===== config.mk =====
export PLATFORM = sky130hd
export DESIGN_NAME = pipeline_hazard_ctrl
export DESIGN_NICKNAME = d
export VERILOG_FILES = /design/src/rtl/pipeline_hazard_ctrl.sv
export SDC_FILE = /design/constraint.sdc
export NUM_CORES = 1
export LEC_CHECK = 0
export CAP_MARGIN = 0
export CORE_AREA = 2 2 85 108
export CTS_BUF_LIST = sky130_fd_sc_hd__clkbuf_16
export DETAILED_ROUTE_END_ITERATION = 10
export DIE_AREA = 0 0 87 110
export GPL_ROUTABILITY_DRIVEN = 0
export PLACE_DENSITY = 0.75
export SETUP_SLACK_MARGIN = 0.5
export SYNTH_ARGS = -nofsm -noshare
export SYNTH_HDL_FRONTEND = slang
export SYNTH_SLANG_ARGS = --single-unit

===== constraint.sdc =====
create_clock -name clk -period 2.05 [get_ports clk]
set_input_delay 0.3075 -clock clk [delete_from_list [all_inputs] [get_ports clk]]
set_output_delay 0.3075 -clock clk [all_outputs]
set_load 0.005 [all_outputs]

===== src/rtl/pipeline_hazard_ctrl.sv =====
// Hazard and memory-wait controller for a 5-stage RISC-V pipeline.
// Drives stage write enables, bubbles, a timeout halt and perf counters.
module pipeline_hazard_ctrl #(
  parameter int MEM_TIMEOUT = 16,
  parameter int CNT_W       = 32
) (
  input  logic             clk,
  input  logic             reset,
  input  logic [4:0]       ifid_rs1,
  input  logic [4:0]       ifid_rs2,
  input  logic             ifid_uses_rs2,
  input  logic             idex_memread,
  input  logic [4:0]       idex_rd,
  input  logic             exmem_branch_taken,
  input  logic             exmem_memread,
  input  logic             exmem_memwrite,
  input  logic             dmem_ack,
  output logic             pc_write,
  output logic             ifid_write,
  output logic             idex_write,
  output logic             exmem_write,
  output logic             ifid_flush,
  output logic             idex_flush,
  output logic             exmem_flush,
  output logic             memwb_flush,
  output logic             dmem_req,
  output logic [1:0]       state,
  output logic             halted,
  output logic [CNT_W-1:0] stall_count,
  output logic [CNT_W-1:0] flush_count
);

  localparam logic [1:0] RUN      = 2'b00;
  localparam logic [1:0] MEM_WAIT = 2'b01;
  localparam logic [1:0] HALT     = 2'b10;

  localparam int WC_W = $clog2(MEM_TIMEOUT + 1);
  localparam logic [WC_W-1:0] WC_ONE = WC_W'(1);
  localparam logic [WC_W-1:0] WC_MAX = WC_W'(MEM_TIMEOUT);

  logic [1:0]      state_q, state_d;
  logic [WC_W-1:0] wait_q, wait_d;

  logic mem_acc, load_use;
  logic in_halt, in_wait, active;
  logic hz_mem, hz_br, hz_lu;
  logic br_flush;

  assign mem_acc  = exmem_memread | exmem_memwrite;
  assign load_use = idex_memread && (idex_rd != 5'd0) &&
                    ((idex_rd == ifid_rs1) ||
                     (ifid_uses_rs2 && (idex_rd == ifid_rs2)));

  // Reset masks registered state so outputs show RUN defaults.
  assign in_halt = !reset && (state_q == HALT);
  assign in_wait = !reset && (state_q == MEM_WAIT);
  assign active  = !reset && !in_halt;

  assign hz_mem = active && mem_acc && !dmem_ack;
  assign hz_br  = active && !hz_mem && exmem_branch_taken;
  assign hz_lu  = active && !hz_mem && !exmem_branch_taken && load_use;

  assign dmem_req = mem_acc && !in_halt;
  assign state    = reset ? RUN : state_q;
  assign halted   = in_halt;

  always_comb begin
    pc_write    = 1'b1;
    ifid_write  = 1'b1;
    idex_write  = 1'b1;
    exmem_write = 1'b1;
    ifid_flush  = 1'b0;
    idex_flush  = 1'b0;
    exmem_flush = 1'b0;
    memwb_flush = 1'b0;
    br_flush    = 1'b0;
    state_d     = in_halt ? HALT : RUN;
    wait_d      = in_halt ? wait_q : '0;
    unique case (1'b1)
      in_halt: begin
        pc_write    = 1'b0;
        ifid_write  = 1'b0;
        idex_write  = 1'b0;
        exmem_write = 1'b0;
        memwb_flush = 1'b1;
      end
      hz_mem: begin
        pc_write    = 1'b0;
        ifid_write  = 1'b0;
        idex_write  = 1'b0;
        exmem_write = 1'b0;
        memwb_flush = 1'b1;
        state_d     = MEM_WAIT;
        if (!in_wait) begin
          wait_d = WC_ONE;
        end else if (wait_q == WC_MAX) begin
          state_d = HALT;
          wait_d  = wait_q;
        end else begin
          wait_d = wait_q + WC_ONE;
        end
      end
      hz_br: begin
        ifid_flush  = 1'b1;
        idex_flush  = 1'b1;
        exmem_flush = 1'b1;
        br_flush    = 1'b1;
      end
      hz_lu: begin
        pc_write   = 1'b0;
        ifid_write = 1'b0;
        idex_flush = 1'b1;
      end
      default: ;
    endcase
  end

  always_ff @(posedge clk) begin
    if (reset) begin
      state_q     <= RUN;
      wait_q      <= '0;
      stall_count <= '0;
      flush_count <= '0;
    end else begin
      state_q <= state_d;
      wait_q  <= wait_d;
      if (!in_halt && !pc_write && (stall_count != '1))
        stall_count <= stall_count + 1'b1;
      if (br_flush && (flush_count != '1))
        flush_count <= flush_count + 1'b1;
    end
  end

endmodule


==> flow_summary.toml, run 1 <==
[worst_setup_path]
slowest_delay_ps = 480
crit_end = "stall_count[31]"
rr_startpoint = "stall_count[22]"
rrSetupSlack_ps = -140
rr_endpoint = "stall_count[31]"
crit_type = "flop to flop"
cp_common_cell = "nor4_2"
crit_chain = "nand4_1 > nor4_2 > buf_4 > a31o_1 > or4_4 > nor4_2 > mux2_2"
cp_slowest_cell = "or4_4"
critPathMaxFanout = 6
cp-end-kind = "flop"
required_ps = 2270
ff2ff_path_depth = 7
start_kind = "flop"
cp.arrival_ps = 2410
crit_path_start = "stall_count[22]"

[place]
portBuffers = 98
dp.cells = 715
dp_hpwl_um = 7740

[floorplan]
num_rows = 38
ios = 99
die_h_um = 110
start_util_pct = 43.3
die_x_um = 87
dieArea_mm2 = 0.00957
fp.coreArea_mm2 = 0.00851

[clock_network]
numCtsBuffers = 9
clkTransAtPathRegs_ps = 60
cts_tree = "done"
clock_latency_ps = 330
clock_sinks = 71
hold_buffers = 0
clockBufferDepth = 2
cts_root_buf = "clkbuf_16"
h-tree-depth = 3

[global_route]
grt_pass1_wl_um = 19700
grt_pass1_vias = 4291
gr-total-overflow = 0
antenna_found_initial = 0
grt_start_max_net_pins = 40
grt.total_usage_pct = 25.7

[timing]
hold_slack_ps = 487
fin_crit_sh_pct = 107
finalCriticalPeriod_ps = 2190
drv_slew = 0
slew_headroom_pct = 71.1
fin_skew_ps = 7.62
hold_viol = 0
fmax_mhz = 456
worst_slack_ps = -142
grt_setup_unrepaired = "yes"
worst_pin_slew_ps = 433
setup_viol = 36

[cells_and_area]
stdcell_count = 778
fin_nets = 700
layout-drive-gt1-share_pct = 49.0
areaGrowthSynthToFinish_pct = 87.6
num_antenna_cells = 0

[logic_synthesis]
ys_seq_elements = 71
synth-edff-count = 0
synth_top_cells_by_area = "dfxtp_1 (39%), xor2_1 (5.9%), nor2_1 (5.7%)"
syn_area_mm2 = 0.00369
synth_nets = 480
synth_flop_cell = "dfxtp_1"
yosysWarnings = 0
ys_types = 51
synth.avg_cell_area_um2 = 8.14
synth_top_area_share_pct = 38.6
synthArstFlopShare_pct = 0
yosysTopAreaCell = "dfxtp_1"
seq_area_frac_synth_pct = 38.6
syn_inst = 453

[detailed_routing]
drtAntennaViolNets = 0
via_per_inst = 5.78
routed_wl_um = 14300
drc = 0
wl_per_cell_um = 18.4
initialDrtViolationCount = 169
drt-pass1-iter-count = 6
num_vias = 4499

[hold_path]
hp-class = "flop to flop"
hold_depth = 2

[status]
violations = "negative setup slack"
outcome = "finished with violations"

[pwr]
peakVddDrop_mv = 0.475
power_density_mw_per_mm2 = 500
p_leak_nw = 2.86

[run]
maxCapViolCount = 0
flip-flops by register name (all words and copies together), names as in the netlist:
| register | count |
|---|---|
| flush_count | 32 |
| stall_count | 32 |
| state_q | 2 |
| wait_q | 5 |
how the worst min path moves through the flow:
stage              start   endpoint  slack (ps)
2_1_floorplan  wait_q[4]  wait_q[4]         440
4_1_cts        wait_q[4]  wait_q[4]         480
3_3_place_gp   wait_q[4]  wait_q[4]         460
3_5_place_dp   wait_q[4]  wait_q[4]         470
5_1_grt        wait_q[1]  wait_q[1]         510
6_report       wait_q[1]  wait_q[1]         490
timing repair:
action / 4_1_cts / 5_1_grt
setup endpoints to repair: 133 / 89
pin swaps: 63 / 36
buffers inserted: 28 / 17
cloned: 2 / 0
gates resized for setup: 203 / 99
cell families (layout without fill, tap and decap cells):
family / after synthesis / count (layout) / synth area share, %
AOI/OAI and AO/OA: 84 / 84 / 13.4
xor gates and xnor gates: 35 / 35 / 8.32
adders and majority gates: 4 / 4 / 1.36
buffers and inverters: 32 / 257 / 4.01
DFF: 71 / 71 / 38.6
muxes: 8 / 8 / 2.38
and+or+nand+nor: 219 / 219 / 32.0
cell usage after synthesis, types with 6 or more instances:
cell type,number
a21oi_1,35
xor2_1,25
nor3_1,12
nand2_1,35
clkbuf_1,11
nand3_1,22
inv_1,12
o21ai_0,24
mux2_2,6
nand4_1,10
xnor2_1,10
nor2_1,56
or4_1,13
o31ai_1,13
nor2b_1,6
and3_1,9
dfxtp_1,71
or3_1,23
layer usage:
layer	vias to the layer above	GRT usage, %	routed length (um)
met3	54	4.84	662
met5	-	0	0
met2	185	46.9	7720
met1	2195	28.2	5320
met4	0	12.3	609
li1	2065	-	-
final cells by class:
class / count / area, um^2
multi-input combinational: 350 / 2840
timing repair buffer: 229 / 2060
fill: 507 / 1600
sequential: 71 / 1520
clock buffer: 11 / 275
tap: 100 / 125
inverter: 12 / 55.1
clock inverter: 5 / 33.8
cell usage in the layout, fill, tap and decap left out, types with 7 or more instances in the layout:
cell type        instances
dfxtp_1                 14
dlygate4sd2_1           47
o21ai_0                 14
dfxtp_2                 46
clkdlybuf4s50_1         27
or4_1                    7
or3_1                   20
inv_1                    8
clkbuf_16               12
nor2_1                  48
buf_6                   33
o31ai_1                 10
xor2_1                  21
xnor2_1                  7
buf_4                   97
a21oi_1                 27
nand4_1                 10
o21ai_1                 10
nor2_4                   7
dfxtp_4                 11
nand3_1                 14
nand2_1                 27
worst max-delay path: cells and delay by family (launching register included):
kind / cells / cell delay, ps
AOI/OAI and AO/OA: 1 / 210
buffers and inverters: 1 / 130
DFF: 1 / 330
muxes: 1 / 370
and+or+nand+nor: 4 / 1030
report_power, final:
group / switching (W) / internal [W] / leakage [nW]
logic: 0.000213 / 0.000234 / 2.10
clock network: 0.000651 / 0.000971 / 0.156
registers: 0.00000992 / 0.00138 / 0.605
through the flow:
step                      worst slack [ps]  setup TNS, ps  instance area, um^2  power (W)  util, %
after global routing                  -205          -6200                 6910    0.00356     81.2
after CTS                             -144          -2020                 6470    0.00336     76.0
after global placement                -607         -24580                 5630    0.00170     66.1
after detailed placement              -639         -27250                 5630    0.00171     66.1
after floorplan                      -64.4           -144                 4030    0.00156        -
final                                 -142          -2680                 6910    0.00346     81.2
No activity file was read; power rests on OpenSTA's default activity.
==> run 2: changes to the inputs <==
--- a/config.mk
+++ b/config.mk
@@ -11,8 +11,11 @@
 export DETAILED_ROUTE_END_ITERATION = 10
 export DIE_AREA = 0 0 87 110
 export GPL_ROUTABILITY_DRIVEN = 0
+export GPL_TIMING_DRIVEN = 0
 export PLACE_DENSITY = 0.75
 export SETUP_SLACK_MARGIN = 0.5
+export SKIP_LAST_GASP = 1
+export SLEW_MARGIN = 20
 export SYNTH_ARGS = -nofsm -noshare
 export SYNTH_HDL_FRONTEND = slang
 export SYNTH_SLANG_ARGS = --single-unit
==> flow_summary.toml, run 2 (synthesis results as in run 1) <==
[pwr]
p_int_w = 0.00236
power_frac_seq_pct = 43.2
peakVddDrop_mv = 0.399
p_comb_share_pct = 13.5
swShare_pct = 25.7
power.total_w = 0.00317
p_leak_nw = 2.95
switchingPower_w = 0.000814
p_clk_share_pct = 43.3
power_density_mw_per_mm2 = 464

[global_route]
grt.total_usage_pct = 27.2
grt_start_max_net_pins = 11
antenna_found_initial = 0
grt_pass1_wl_um = 20500
grt_pass1_vias = 4267
gr-total-overflow = 0

[worst_setup_path]
rrSetupSlack_ps = -180
cp-end-kind = "flop"
ff2ff_path_depth = 14
required_ps = 2260
rr_endpoint = "flush_count[31]"
start_kind = "flop"
cp.arrival_ps = 2430
critPathMaxFanout = 3
crit_type = "flop to flop"
rr_startpoint = "state_q[0]"

[clock_network]
clock_sinks = 71
cts_root_buf = "clkbuf_16"
clockBufferDepth = 2
cts_tree = "done"
clock_latency_ps = 340
numCtsBuffers = 9
h-tree-depth = 3
clkTransAtPathRegs_ps = 60

[hold_path]
min-delay-start = "reset"
hold_path_end = "state_q[0]"
hp-class = "input pin to flop"
hold_depth = 3

[timing]
worst_pin_slew_ps = 623
worst_slack_ps = -176
fin_crit_sh_pct = 109
hold_slack_ps = 370
slew_headroom_pct = 58.4
drv_slew = 0
setup_viol = 50
finalCriticalPeriod_ps = 2230
grt_setup_unrepaired = "yes"
fin_skew_ps = 7.04
hold_viol = 0
fmax_mhz = 449

[cells_and_area]
areaGrowthSynthToFinish_pct = 85.5
final_cell_mix = "buf_4 (63), nor2_1 (48), dfxtp_2 (37)"
n_fill_cell = 485
fin_nets = 678
top_regs = "flush_count (32), stall_count (32), wait_q (5)"
stdcell_count = 755
layout_commonest_cell = "buf_4"
num_antenna_cells = 0
layout-drive-gt1-share_pct = 50.8
fin_area_mm2 = 0.00684

[floorplan]
start_util_pct = 43.3
num_rows = 38
die_x_um = 87
die_h_um = 110
dieArea_mm2 = 0.00957
fp.coreArea_mm2 = 0.00851
ios = 99

[detailed_routing]
drt-pass1-iter-count = 5
wl_per_cell_um = 20.0
drtAntennaViolNets = 0
num_vias = 4505
drc = 0
via_per_inst = 5.97
initialDrtViolationCount = 287
routed_wl_um = 15100

[place]
dpl_cell_area_mm2 = 0.00513
dp.cells = 650
dp_hpwl_um = 7280
portBuffers = 97

[status]
outcome = "finished with violations"
violations = "negative setup slack"

[run]
maxCapViolCount = 0
run 2: cell types whose count changed in the layout (fill, tap and decap cells not counted), sizes merged:
| cell | delta |
|---|---|
| clkbuf | +5 |
| clkdlybuf4s50 | +9 |
| buf | -28 |
| inv | +1 |
| clkdlybuf4s15 | -1 |
| dlymetal6s2s | +19 |
| dlygate4sd2 | -28 |
run 2: stage by stage:
step	setup slack (ps)	setup TNS (ps)	utilization, %
after floorplan	-64.4	-144	-
after global placement	-697	-33670	60.3
after detailed placement	-733	-35610	60.3
after CTS	-137	-2700	73.5
after global routing	-231	-7120	80.3
final	-176	-3950	80.3
run 2: layout make-up:
type	count	area, um^2	area share [%]
tap	100	125	1.83
clock inverter	6	22.5	0.329
sequential	71	1570	23.0
multi-input combinational	350	2920	42.8
buffer	20	184	2.69
timing repair buffer	187	1740	25.4
inverter	12	47.5	0.695
clock buffer	9	225	3.29
run 2: worst max path at each step:
stage / start / to / slack [ps]
2_1_floorplan: stall_count[8] / stall_count[31] / -60
3_3_place_gp: idex_rd[3] / pc_write / -700
3_5_place_dp: idex_rd[3] / pc_write / -730
4_1_cts: stall_count[22] / stall_count[1] / -140
5_1_grt: state_q[0] / flush_count[31] / -230
6_report: state_q[0] / flush_count[31] / -180
run 2: repair_timing:
item                                    CTS  global route
resized for setup                       199           148
hold buffers                              0             0
endpoints found under the setup margin  117           119
pin swaps                                78            61
cloned                                    3             1
buffers inserted                         72            14
run 2: power by group through the flow:
| stage | logic (W) | registers [W] | clock network (W) |
|---|---|---|---|
| after floorplan | 0.000132 | 0.00142 | 0 |
| after global placement | 0.000249 | 0.00143 | 0 |
| after detailed placement | 0.000253 | 0.00143 | 0 |
| after CTS | 0.000342 | 0.00138 | 0.00137 |
| after global routing | 0.000448 | 0.00137 | 0.00147 |
| final | 0.000429 | 0.00137 | 0.00137 |
run 2: metal layers:
metal | vias to the layer above | routed length [um] | track usage, %
met1 | 2182 | 5580 | 29.9
met5 | - | 0 | 0
met3 | 60 | 864 | 5.44
li1 | 2020 | - | -
met2 | 243 | 7930 | 48.6
met4 | 0 | 719 | 15.2
run 2: critical path: stages (launching register included):
cell and delay [ps]:
dfxtp_2 320, nand2b_4 130, buf_6 100, buf_6 90, buf_6 90, nand4b_1 180, buf_4 210, inv_4 50
buf_6 100, nand2_8 50, nor4b_4 280, buf_4 190, nand2_2 70, xor2_2 150, nor2_1 50
==> run 3: changes to the inputs <==
--- a/config.mk
+++ b/config.mk
@@ -15,7 +15,6 @@
 export PLACE_DENSITY = 0.75
 export SETUP_SLACK_MARGIN = 0.5
 export SKIP_LAST_GASP = 1
-export SLEW_MARGIN = 20
 export SYNTH_ARGS = -nofsm -noshare
 export SYNTH_HDL_FRONTEND = slang
 export SYNTH_SLANG_ARGS = --single-unit
==> results of run 3 <==
Final layout, timing and power as in run 2 (identical DEF).
